--- src/rtl/spi_transaction_fsm.sv ---
// SPI mode-0 address/RW + data transaction decoder driving a sync-read memory.
// Define SPI_BURST_AUTOINC_EN for auto-incrementing multi-word bursts.
module spi_transaction_fsm #(
  parameter int ADDR_W = 7,
  parameter int DATA_W = 8
) (
  input  logic              clk,
  input  logic              reset,
  input  logic              cs_n,
  input  logic              sclk_rise,
  input  logic              sclk_fall,
  input  logic              mosi,
  output logic [ADDR_W-1:0] dm_addr,
  output logic [DATA_W-1:0] dm_din,
  output logic              dm_we,
  input  logic [DATA_W-1:0] dm_dout,
  output logic              miso,
  output logic              miso_en,
  output logic              busy
);

  localparam int AW1   = ADDR_W + 1;
  localparam int RX_W  = (AW1 > DATA_W) ? AW1 : DATA_W;
  localparam int CNT_W = $clog2(RX_W + 1);

  localparam logic [CNT_W-1:0] A_LAST = CNT_W'(AW1 - 1);
  localparam logic [CNT_W-1:0] D_LAST = CNT_W'(DATA_W - 1);
  localparam logic [CNT_W-1:0] D_END  = CNT_W'(DATA_W);
  localparam logic [CNT_W-1:0] C_ONE  = CNT_W'(1);
  localparam logic [ADDR_W-1:0] A_ONE = ADDR_W'(1);

  typedef enum logic [2:0] {
    IDLE,
    ADDR,
    READ_WAIT,
    READ_LOAD,
    READ_SEND,
    WRITE_GET,
    WRITE_COMMIT,
    DONE
  } state_t;

  state_t state_q, state_d;
  logic [CNT_W-1:0]  cnt_q, cnt_d;
  logic [RX_W-1:0]   rx_q, rx_d;
  logic [DATA_W-1:0] tx_q, tx_d;
  logic [ADDR_W-1:0] addr_q, addr_d;
  logic              men_q, men_d;
  logic [RX_W-1:0]   rx_sh;

  assign rx_sh = {rx_q[RX_W-2:0], mosi};

  always_ff @(posedge clk or posedge reset) begin
    if (reset) begin
      state_q <= IDLE;
      cnt_q   <= '0;
      rx_q    <= '0;
      tx_q    <= '0;
      addr_q  <= '0;
      men_q   <= 1'b0;
    end else begin
      state_q <= state_d;
      cnt_q   <= cnt_d;
      rx_q    <= rx_d;
      tx_q    <= tx_d;
      addr_q  <= addr_d;
      men_q   <= men_d;
    end
  end

  always_comb begin
    state_d = state_q;
    cnt_d   = cnt_q;
    rx_d    = rx_q;
    tx_d    = tx_q;
    addr_d  = addr_q;
    men_d   = men_q;
    // chip-select release beats any same-cycle SCLK edge
    if (state_q != IDLE && cs_n) begin
      state_d = IDLE;
      cnt_d   = '0;
      men_d   = 1'b0;
    end else begin
      unique case (state_q)
        IDLE: begin
          if (!cs_n) begin
            state_d = ADDR;
            cnt_d   = '0;
          end
        end
        ADDR: begin
          if (sclk_rise) begin
            rx_d = rx_sh;
            if (cnt_q == A_LAST) begin
              addr_d  = rx_sh[ADDR_W:1];
              cnt_d   = '0;
              state_d = rx_sh[0] ? READ_WAIT : WRITE_GET;
            end else begin
              cnt_d = cnt_q + C_ONE;
            end
          end
        end
        READ_WAIT: state_d = READ_LOAD;
        READ_LOAD: begin
          tx_d    = dm_dout;
          men_d   = 1'b1;
          state_d = READ_SEND;
        end
        READ_SEND: begin
          if (sclk_rise) begin
            if (cnt_q == D_LAST) begin
              cnt_d = '0;
`ifdef SPI_BURST_AUTOINC_EN
              addr_d  = addr_q + A_ONE;
              state_d = READ_WAIT;
`else
              men_d   = 1'b0;
              state_d = DONE;
`endif
            end else begin
              cnt_d = cnt_q + C_ONE;
            end
          end else if (sclk_fall && cnt_q != '0
                       && cnt_q < D_END) begin
            tx_d = {tx_q[DATA_W-2:0], 1'b0};
          end
        end
        WRITE_GET: begin
          if (sclk_rise) begin
            rx_d = rx_sh;
            if (cnt_q == D_LAST) begin
              cnt_d   = '0;
              state_d = WRITE_COMMIT;
            end else begin
              cnt_d = cnt_q + C_ONE;
            end
          end
        end
        WRITE_COMMIT: begin
`ifdef SPI_BURST_AUTOINC_EN
          addr_d  = addr_q + A_ONE;
          state_d = WRITE_GET;
`else
          state_d = DONE;
`endif
        end
        DONE: state_d = DONE;
        default: state_d = IDLE;
      endcase
    end
  end

  assign dm_we   = (state_q == WRITE_COMMIT);
  assign dm_addr = addr_q;
  assign dm_din  = rx_q[DATA_W-1:0];
  assign miso_en = men_q;
  assign miso    = men_q & tx_q[DATA_W-1];
  assign busy    = (state_q != IDLE);

endmodule

--- config.mk ---
export PLATFORM = sky130hd
export DESIGN_NAME = spi_transaction_fsm
export DESIGN_NICKNAME = d
export VERILOG_FILES = /design/src/rtl/spi_transaction_fsm.sv
export SDC_FILE = /design/constraint.sdc
export NUM_CORES = 1
export LEC_CHECK = 0
export BUFFER_PORTS_ARGS = -buffer_cell sky130_fd_sc_hd__buf_4
export CORE_MARGIN = 2
export CORE_UTILIZATION = 42
export CTS_BUF_LIST = sky130_fd_sc_hd__clkbuf_4 sky130_fd_sc_hd__clkbuf_8
export CTS_CLUSTER_DIAMETER = 30
export CTS_CLUSTER_SIZE = 8
export DETAILED_ROUTE_END_ITERATION = 16
export PLACE_DENSITY = 0.75
export SETUP_SLACK_MARGIN = 0.02
export SLEW_MARGIN = 20
export SYNTH_ARGS = -nofsm -noshare
export SYNTH_HDL_FRONTEND = slang
export SYNTH_SLANG_ARGS = --single-unit
--- constraint.sdc ---
create_clock -name clk -period 5.95 [get_ports clk]
set_clock_uncertainty 0.1 [all_clocks]
set_input_delay 0.595 -clock clk [delete_from_list [all_inputs] [get_ports clk]]
set_output_delay 0.595 -clock clk [all_outputs]
set_load 0.01 [all_outputs]
==> results of run 1 <==
[cells in the final DEF (no fill, tap or decap), drive strengths merged, types with 2 or more instances in the layout]
cell    instances
inv             8
o311ai          2
and3b           2
nand2          10
mux2           15
o21ai          23
nand2b          2
nor3b           3
nand4b          2
mux2i           7
a21oi           3
nor2            5
clkbuf          6
a31oi           3
buf            33
nor3            2
or3             2
dfrtp          31
ha              2
[metal layers]
| metal | up-vias | track usage |
|---|---|---|
| li1 | 564 | - |
| met1 | 579 | 0.212 |
| met2 | 31 | 0.249 |
| met3 | 8 | 0.0462 |
| met4 | 0 | 0.0911 |
| met5 | - | 0 |
[final cells by class]
| cell class | count | share of cell area |
|---|---|---|
| clock buffer | 6 | 0.0394 |
| clock inverter | 1 | 0.0155 |
| inverter | 8 | 0.0155 |
| multi-input combinational | 94 | 0.371 |
| sequential | 31 | 0.400 |
| tap | 48 | 0.0310 |
| timing repair buffer | 33 | 0.128 |
[registers in the layout (all words and copies together), names as in the netlist]
signal,flops
dm_din,8
dm_addr,7
tx_q,8
miso_en,1
cnt_q,4
state_q,3
[power by group through the flow]
stage / registers [uW] / clock network [uW] / logic (uW)
6_report: 263 / 202 / 98.5
3_5_place_dp: 267 / 0 / 99.6
3_3_place_gp: 264 / 0 / 95.6
4_1_cts: 264 / 205 / 99.6
2_1_floorplan: 271 / 0 / 38.5
5_1_grt: 268 / 213 / 108
[path summary, 6_finish.rpt]
kind                                         from                endpoint  depth (start not counted)
max                          cnt_q[0]$_DFFE_PP0P_    cnt_q[3]$_DFFE_PP0P_                          5
min                                         reset  dm_addr[6]$_DFFE_PP0P_                          2
max reg2reg                  cnt_q[0]$_DFFE_PP0P_    cnt_q[3]$_DFFE_PP0P_                          5
min reg2reg                dm_addr[4]$_DFFE_PP0P_  dm_addr[4]$_DFFE_PP0P_                          1
max in group asynchronous                   reset  state_q[0]$_DFFE_PP0P_                          2
min in group clk           dm_addr[4]$_DFFE_PP0P_  dm_addr[4]$_DFFE_PP0P_                          1
[stage by stage]
stage          utilization  hold slack (ns)  instance area [um2]
3_3_place_gp         0.504            0.391                 1830
2_1_floorplan            -            0.366                 1570
4_1_cts              0.533            0.414                 1940
5_1_grt              0.533            0.365                 1940
6_report             0.533            0.307                 1940
3_5_place_dp         0.504            0.395                 1830
[cell families after synthesis]
group	share of synthesized area
mux	0.169
compound gates	0.131
simple gates	0.142
buf+inv	0.0478
fa+ha+maj	0.0159
flops	0.494
==> results.ini, run 1 <==
[outcome]
outcome = finished clean

[cells_and_area]
area_growth_pct = 23.5
instances_no_fill = 221
nets = 189
seq_area_um2 = 776
drive_above_1_share = 0.358
n_fill_cell = 340
antenna_cells = 0
multi_input_area_um2 = 718

[critical_path]
reg2reg_slack_ns = 3.91
crit_arrival_ns = 2.14
start_kind = flip-flop
slowest_stage = or4bb_1
cp.required_ns = 6.05
path_buf_inv = 0
critical_path_peak_fanout = 5
path_cells = ha_1 > and3b_1 > or4bb_1 > or3_1 > o21ai_0
cp_top_family = simple AND/OR/NAND/NOR gates
cp-end-kind = flip-flop
max_stage_delay_ns = 0.52
criticalPathCategory = reg -> reg

[logic_synthesis]
synth_area_leaders = dfrtp_1, o21ai_0, mux2_4
ys_warn_count = 0
async_flop_share = 1.00
synth_edf_count = 0
seq_area_frac_synth = 0.494
synth_top_area_frac = 0.494
avgSynthCellArea_um2 = 11.1
synth_most_common_cell = dfrtp_1
synth_area_um2 = 1570
synth.largest_area_cell = dfrtp_1
yosys_most_used_dff = dfrtp_1
synth.top_cells.by_count = dfrtp_1, o21ai_0, nand2_1
ys_types = 37
netlist_instances = 141
synth-seq-cells = 31
syn_nets = 157

[sta]
worst_slack_ns = 3.91
final_max_slew_viol_count = 0
setup_tns_ns = 0
setup_viol = 0
post-route-period-util = 0.343
slew_headroom = 0.565
hold_viol_final = 0
min_period_ns = 2.04
worstMarginPinSlew_ns = 0.651
clock.fmax_mhz = 490
rsz0062_at_grt = false

[power_and_ir_drop]
combPwrFrac = 0.175
intPower_uw = 421
finalPower_uw = 563
pwr-share-seq = 0.467
p_sw_frac = 0.252
peakVddDrop_v = 0.000194
power.leakage_uw = 0.000920
power_density_nw_per_um2 = 291
power_frac_clock = 0.358
power_switching_uw = 142

[clocking]
clockRootBuffer = clkbuf_8
ctsHoldBuffers = 0
cts_made_buffers = 5
post_cts_buffers = 0
clk_pin_slew_ns = 0.06
cts_tree = yes
htree_levels = 2
cts_resized = 0
cts_sinks = 31
cts.path.max_buffers = 2
clock_latency_ns = 0.28

[floorplan]
die_w_um = 65.1
start_util = 0.432
core-area_um2 = 3630
fp-row-count = 22
io-pin-count = 33
die-area_um2 = 4240
die_h_um = 65.1

[grt]
grt_first_pass_wirelength_um = 5330
grt_start_max_net_pins = 32
grt-ovfl-total = 0
grt_usage = 0.164
grt_pass1_vias = 1163
antenna_found_initial = 0

[route]
drtPass1Iterations = 4
wl_met1_um = 1440
drtIter0Drc = 61
wl_met2_um = 1430
antenna_left = 0
vias = 1182
wire_per_inst_um = 14.0
via_per_inst = 5.35
drc = 0
met3WireLength_um = 174
drt-total-wl_um = 3100
top_layer_used = met4

[placement]
dp_slack_ns = 3.77
dp.cells = 214
finalWeightedCongestion = 0.815
dp_hpwl_um = 2210
port_buffers = 32

[run]
max_cap_viol_count = 0

[min_path]
hold_class = in -> async

No activity file was read; power rests on OpenSTA's default activity.
==> run 2: changes to the inputs <==
--- a/config.mk
+++ b/config.mk
@@ -12,7 +12,7 @@
 export CTS_CLUSTER_DIAMETER = 30
 export CTS_CLUSTER_SIZE = 8
 export DETAILED_ROUTE_END_ITERATION = 16
-export PLACE_DENSITY = 0.75
+export PLACE_DENSITY = 0.77
 export SETUP_SLACK_MARGIN = 0.02
 export SLEW_MARGIN = 20
 export SYNTH_ARGS = -nofsm -noshare
==> constraint.sdc (replaced) <==
create_clock -name clk -period 1.8 [get_ports clk]
set_clock_uncertainty 0.1 [all_clocks]
set_input_delay 0.18 -clock clk [delete_from_list [all_inputs] [get_ports clk]]
set_output_delay 0.18 -clock clk [all_outputs]
set_load 0.01 [all_outputs]
==> run 2 against run 1 <==
Net effect:
- the run now ends with negative setup slack left
- final cell count rose by 9.0%
- maximum frequency rose by 10%
- sequential share of layout area is 2.9 points lower
- non-clock buffer count increased by 20
- total power increased to 3.1 times the previous value
- routed wire length is 8.7% higher
- critical path depth is the same
- critical endpoint unchanged
==> results.ini, run 2 (synthesis results as in run 1) <==
[power_and_ir_drop]
power_frac_clock = 0.314  ; -0.044
peakVddDrop_v = 0.000421  ; +120%
p_sw_frac = 0.268  ; +0.0159
power_switching_uw = 473  ; +230%
combPwrFrac = 0.197  ; +0.022
power.leakage_uw = 0.00102  ; +11%
intPower_uw = 1290  ; +210%
power_density_nw_per_um2 = 839  ; +190%
pwr-share-seq = 0.489  ; +0.022

[placement]
dp_slack_ns = -0.103  ; -3.87 ns
dp_hpwl_um = 2380  ; +7.9%
placed_area_um2 = 1940  ; +5.7%
port_buffers = 32  ; unchanged
finalWeightedCongestion = 0.868  ; +6.5%

[sta]
clock.fmax_mhz = 541  ; +10%
slew_headroom = 0.716  ; +0.150
final_max_slew_viol_count = 0  ; unchanged
worstMarginPinSlew_ns = 0.426  ; -0.225 ns
setup_viol = 8  ; +8
hold_viol_final = 0  ; unchanged
whs_ns = 0.0486  ; -0.259 ns
rsz0062_at_grt = true
worst_slack_ns = -0.0492  ; -3.96 ns
post-route-period-util = 1.03  ; +0.685
min_period_ns = 1.85  ; -0.190 ns

[grt]
grt-ovfl-total = 0  ; unchanged
grt_start_max_net_pins = 32  ; unchanged
grt_pass1_vias = 1300  ; +12%
antenna_found_initial = 0  ; unchanged
grt_usage = 0.184  ; +0.0204
grt_first_pass_wirelength_um = 5800  ; +8.8%

[cells_and_area]
nets = 209  ; +11%
antenna_cells = 0  ; unchanged
area_growth_pct = 33.9
final_common_cell = buf_4
drive_above_1_share = 0.440  ; +0.0820
fin_area_um2 = 2100  ; +8.4%
n_fill_cell = 311  ; -8.5%
final_cell_mix = buf_4, dfrtp_1, o21ai_1

[floorplan]
die_h_um = 65.1  ; unchanged
core-area_um2 = 3630  ; unchanged
fp-row-count = 22  ; unchanged
start_util = 0.432  ; unchanged
die-area_um2 = 4240  ; unchanged
io-pin-count = 33  ; unchanged
die_w_um = 65.1  ; unchanged

[route]
drtIter0Drc = 118  ; +93%
wire_per_inst_um = 14.0  ; -0.35%
drc = 0  ; unchanged
antenna_left = 0  ; unchanged
via_per_inst = 5.23  ; -2.2%
drt-total-wl_um = 3370  ; +8.7%
vias = 1260  ; +6.6%
drtPass1Iterations = 4  ; unchanged

[critical_path]
start_kind = flip-flop
criticalPathCategory = reg -> reg
critical_path_peak_fanout = 2  ; -3
crit_arrival_ns = 1.96  ; -0.18 ns
cp-end-kind = flip-flop
cp.required_ns = 1.91  ; -4.14 ns

[clocking]
clock_latency_ns = 0.28  ; about the same
cts_made_buffers = 5  ; unchanged
htree_levels = 2  ; unchanged
cts_tree = yes
clk_pin_slew_ns = 0.06  ; about the same
cts.path.max_buffers = 2  ; unchanged
clockRootBuffer = clkbuf_8
cts_sinks = 31  ; unchanged

[outcome]
outcome = complete, but fails checks
violations = negative setup slack

[min_path]
hold_class = in -> reg

[run]
max_cap_viol_count = 0  ; unchanged

run 2: layout make-up:
class | count | area [um2] | share of cell area
Inverter | 8 | 30.0 | 0.0143
Tap cell | 48 | 60.1 | 0.0286
Sequential cell | 31 | 779 | 0.371
Clock buffer | 6 | 82.6 | 0.0393
Timing Repair Buffer | 53 | 402 | 0.191
Multi-Input combinational cell | 94 | 742 | 0.353
Clock inverter | 1 | 5.00 | 0.00238
run 2: path summary, 6_finish.rpt:
check	depth (start not counted)	slack, ns	to	from
max in group asynchronous	4	0.85	state_q[1]$_DFFE_PP0P_	reset
min	2	0.05	state_q[2]$_DFFE_PP0P_	cs_n
max reg2reg	5	-0.05	cnt_q[3]$_DFFE_PP0P_	cnt_q[0]$_DFFE_PP0P_
max	5	-0.05	cnt_q[3]$_DFFE_PP0P_	cnt_q[0]$_DFFE_PP0P_
min reg2reg	2	0.40	tx_q[3]$_DFFE_PP0P_	tx_q[3]$_DFFE_PP0P_
min in group asynchronous	4	0.44	dm_addr[5]$_DFFE_PP0P_	reset
run 2: timing repair:
action,4_1_cts,5_1_grt
pin swaps,3,2
gates resized for setup,3,14
hold endpoints to repair,31,0
cloned,0,0
setup endpoints to repair,2,27
setup buffers,3,5
hold buffers,1,0
run 2: critical path, stage by stage, from the launching register on:
cell and delay (ns):
dfrtp_1 0.42, ha_4 0.18, and3b_1 0.19, or4bb_1 0.51
or3_1 0.32, o21ai_1 0.07
run 2: metal layers:
metal | share of wire | GRT usage
met5 | 0 | 0
met4 | 0.015 | 0.112
met3 | 0.055 | 0.0668
met2 | 0.50 | 0.293
met1 | 0.43 | 0.213
run 2: power by group through the flow:
stage	logic [uW]	registers, uW	clock network, uW
after floorplan	128	896	0
after global routing	379	882	600
after CTS	346	864	571
after detailed placement	340	877	0
final	348	862	553
after global placement	333	870	0
run 2: metrics by stage:
stage | utilization | instances | TNS [ns] | total power (uW)
2_1_floorplan | - | 141 | -0.0206 | 1020
3_3_place_gp | 0.533 | 225 | -0.0161 | 1200
3_5_place_dp | 0.533 | 225 | -0.103 | 1220
4_1_cts | 0.566 | 236 | -0.278 | 1780
5_1_grt | 0.578 | 241 | -0.598 | 1860
6_report | 0.578 | 241 | -0.248 | 1760
==> run 3: changes to the inputs <==
--- a/config.mk
+++ b/config.mk
@@ -6,6 +6,7 @@
 export NUM_CORES = 1
 export LEC_CHECK = 0
 export BUFFER_PORTS_ARGS = -buffer_cell sky130_fd_sc_hd__buf_4
+export CORE_ASPECT_RATIO = 0.7
 export CORE_MARGIN = 2
 export CORE_UTILIZATION = 42
 export CTS_BUF_LIST = sky130_fd_sc_hd__clkbuf_4 sky130_fd_sc_hd__clkbuf_8
==> run 3 against run 2 <==
Net effect:
- the run still ends with negative setup slack left
- global-route usage decreased by 0.41 points
- clock power shrank 2%
- via count is 4.0% higher
- critical path depth is the same
- non-clock buffer count increased by 1
- total power rose by 0.10%
- critical endpoint unchanged
- largest cell class unchanged
==> results.ini, run 3 (synthesis results as in run 1) <==
[sta]
worstMarginPinSlew_ns = 0.418  ; -0.00764 ns
setup_tns_ns = -0.593  ; -0.346 ns
rsz0062_at_grt = true
slew_headroom = 0.719  ; +0.00341
min_period_ns = 1.91  ; +0.0638 ns
final_max_slew_viol_count = 0  ; unchanged
post-route-period-util = 1.06  ; +0.0355
setup_viol = 9  ; +1
worst_slack_ns = -0.113  ; -0.0638 ns
clock.fmax_mhz = 523  ; -3.3%
hold_viol_final = 0  ; unchanged

[route]
vias = 1310  ; +4.0%
drt-total-wl_um = 3720  ; +10%
antenna_left = 0  ; unchanged
via_per_inst = 5.37  ; +2.7%
drtPass1Iterations = 5  ; +1
wire_per_inst_um = 15.3  ; +9.1%
drtIter0Drc = 79  ; -33%
drc = 0  ; unchanged

[placement]
finalWeightedCongestion = 0.915  ; +5.4%
placed_area_um2 = 1940  ; +0.13%
dp_hpwl_um = 2570  ; +8.0%
port_buffers = 32  ; unchanged
dp.cells = 227  ; +0.89%
dp_slack_ns = -0.104  ; -0.00157 ns

[power_and_ir_drop]
power_density_nw_per_um2 = 831  ; -1.0%
finalPower_uw = 1760  ; +0.10%
power.leakage_uw = 0.00103  ; +0.89%
peakVddDrop_v = 0.000354  ; -16%

[grt]
grt_first_pass_wirelength_um = 5800  ; -0.10%
grt_start_max_net_pins = 32  ; unchanged
grt-ovfl-total = 0  ; unchanged
antenna_found_initial = 0  ; unchanged
grt_pass1_vias = 1206  ; -7.2%
grt_usage = 0.180  ; -0.00409

[clocking]
cts_made_buffers = 5  ; unchanged
clk_pin_slew_ns = 0.06  ; about the same
cts.path.max_buffers = 2  ; unchanged
clockRootBuffer = clkbuf_8
cts_sinks = 31  ; unchanged
clock_latency_ns = 0.28  ; about the same
cts_tree = yes
htree_levels = 2  ; unchanged

[critical_path]
reg2reg_from = cnt_q[0]$_DFFE_PP0P_
start_kind = flip-flop
crit_arrival_ns = 2.02  ; +0.06 ns
reg2reg_slack_ns = -0.11  ; -0.06 ns
cp.required_ns = 1.90  ; about the same
max_stage_delay_ns = 0.53  ; +0.02 ns
reg2reg_depth = 5  ; unchanged
reg2reg_to = cnt_q[3]$_DFFE_PP0P_
critical_path_peak_fanout = 4  ; +2
path_cells = ha_4 > and3b_1 > or4bb_1 > or3_1 > o21ai_1
slowest_stage = or4bb_1
cp-end-kind = flip-flop
criticalPathCategory = reg -> reg

[floorplan]
start_util = 0.441  ; +0.00911
die-area_um2 = 4250  ; +0.18%
io-pin-count = 33  ; unchanged
core-area_um2 = 3560  ; -2.1%
die_h_um = 55.1  ; -15%
die_w_um = 77.1  ; +18%
fp-row-count = 18  ; -18%

[outcome]
outcome = complete, but fails checks
violations = negative setup slack

[run]
max_cap_viol_count = 0  ; unchanged

[cells_and_area]
nets = 210  ; +0.48%
instances_no_fill = 244  ; +1.2%
final_cell_mix = buf_4, dfrtp_1, o21ai_1
final_common_cell = buf_4
fin_area_um2 = 2120  ; +1.1%
area_growth_pct = 35.4
antenna_cells = 0  ; unchanged
drive_above_1_share = 0.459  ; +0.0183

[min_path]
hold_class = in -> reg
hold_depth = 3  ; +1
min_to = tx_q[4]$_DFFE_PP0P_
hold_path_startpoint = dm_dout[4]

==> run 3: changes by cell type in the layout (fill, tap and decap cells not counted), sizes merged <==
cell | before | now
buf | 52 | 53
==> run 3: worst max-delay path by stage <==
| stage | startpoint | endpoint | slack [ns] |
|---|---|---|---|
| 5_1_grt | cnt_q[1]$_DFFE_PP0P_ | cnt_q[3]$_DFFE_PP0P_ | -0.16 |
| 4_1_cts | cnt_q[1]$_DFFE_PP0P_ | cnt_q[3]$_DFFE_PP0P_ | -0.07 |
| 2_1_floorplan | cnt_q[0]$_DFFE_PP0P_ | cnt_q[3]$_DFFE_PP0P_ | -0.02 |
| 6_report | cnt_q[0]$_DFFE_PP0P_ | cnt_q[3]$_DFFE_PP0P_ | -0.11 |
| 3_3_place_gp | cnt_q[1]$_DFFE_PP0P_ | cnt_q[3]$_DFFE_PP0P_ | -0.02 |
| 3_5_place_dp | cnt_q[1]$_DFFE_PP0P_ | cnt_q[3]$_DFFE_PP0P_ | -0.10 |
==> run 3: layout make-up <==
cell class | instances | area [um2]
Sequential cell | 31 | 779
Fill cell | 283 | 1430
Clock buffer | 6 | 82.6
Timing Repair Buffer | 54 | 412
Inverter | 8 | 30.0
Multi-Input combinational cell | 94 | 753
Tap cell | 50 | 62.6
Clock inverter | 1 | 5.00
==> run 3: through the flow <==
stage / util / hold WS, ns
after floorplan: - / 0.184
after global placement: 0.545 / 0.181
after detailed placement: 0.545 / 0.183
after CTS: 0.581 / 0.0737
after global routing: 0.597 / 0.0705
final: 0.597 / 0.0728
==> run 3: timing repair <==
action                     4_1_cts  5_1_grt
hold endpoints to repair        31        0
resized for setup                7       17
pin swaps                        3        3
hold buffers                     1        0
setup buffers                    4        5
setup endpoints to repair       12       25
==> run 3: power by group <==
part           internal (uW)  leakage, uW  switching, uW
Clock                    299    0.0000470            244
Sequential               784     0.000407           80.0
Combinational            206     0.000574            151
==> run 3: critical path, delay by kind of cell (launching register included) <==
family | cells | cell delay, ns
simple gates | 3 | 1.06
compound gates | 1 | 0.08
flops | 1 | 0.41
fa+ha+maj | 1 | 0.19
==> run 3: routing by layer <==
metal  part of all wire  vias up  global-route usage
met5                  0        -                   0
met4             0.0073        0              0.0655
met3              0.044        2              0.0519
met2               0.50       35               0.294
met1               0.45      665               0.236
li1                   -      608                   -
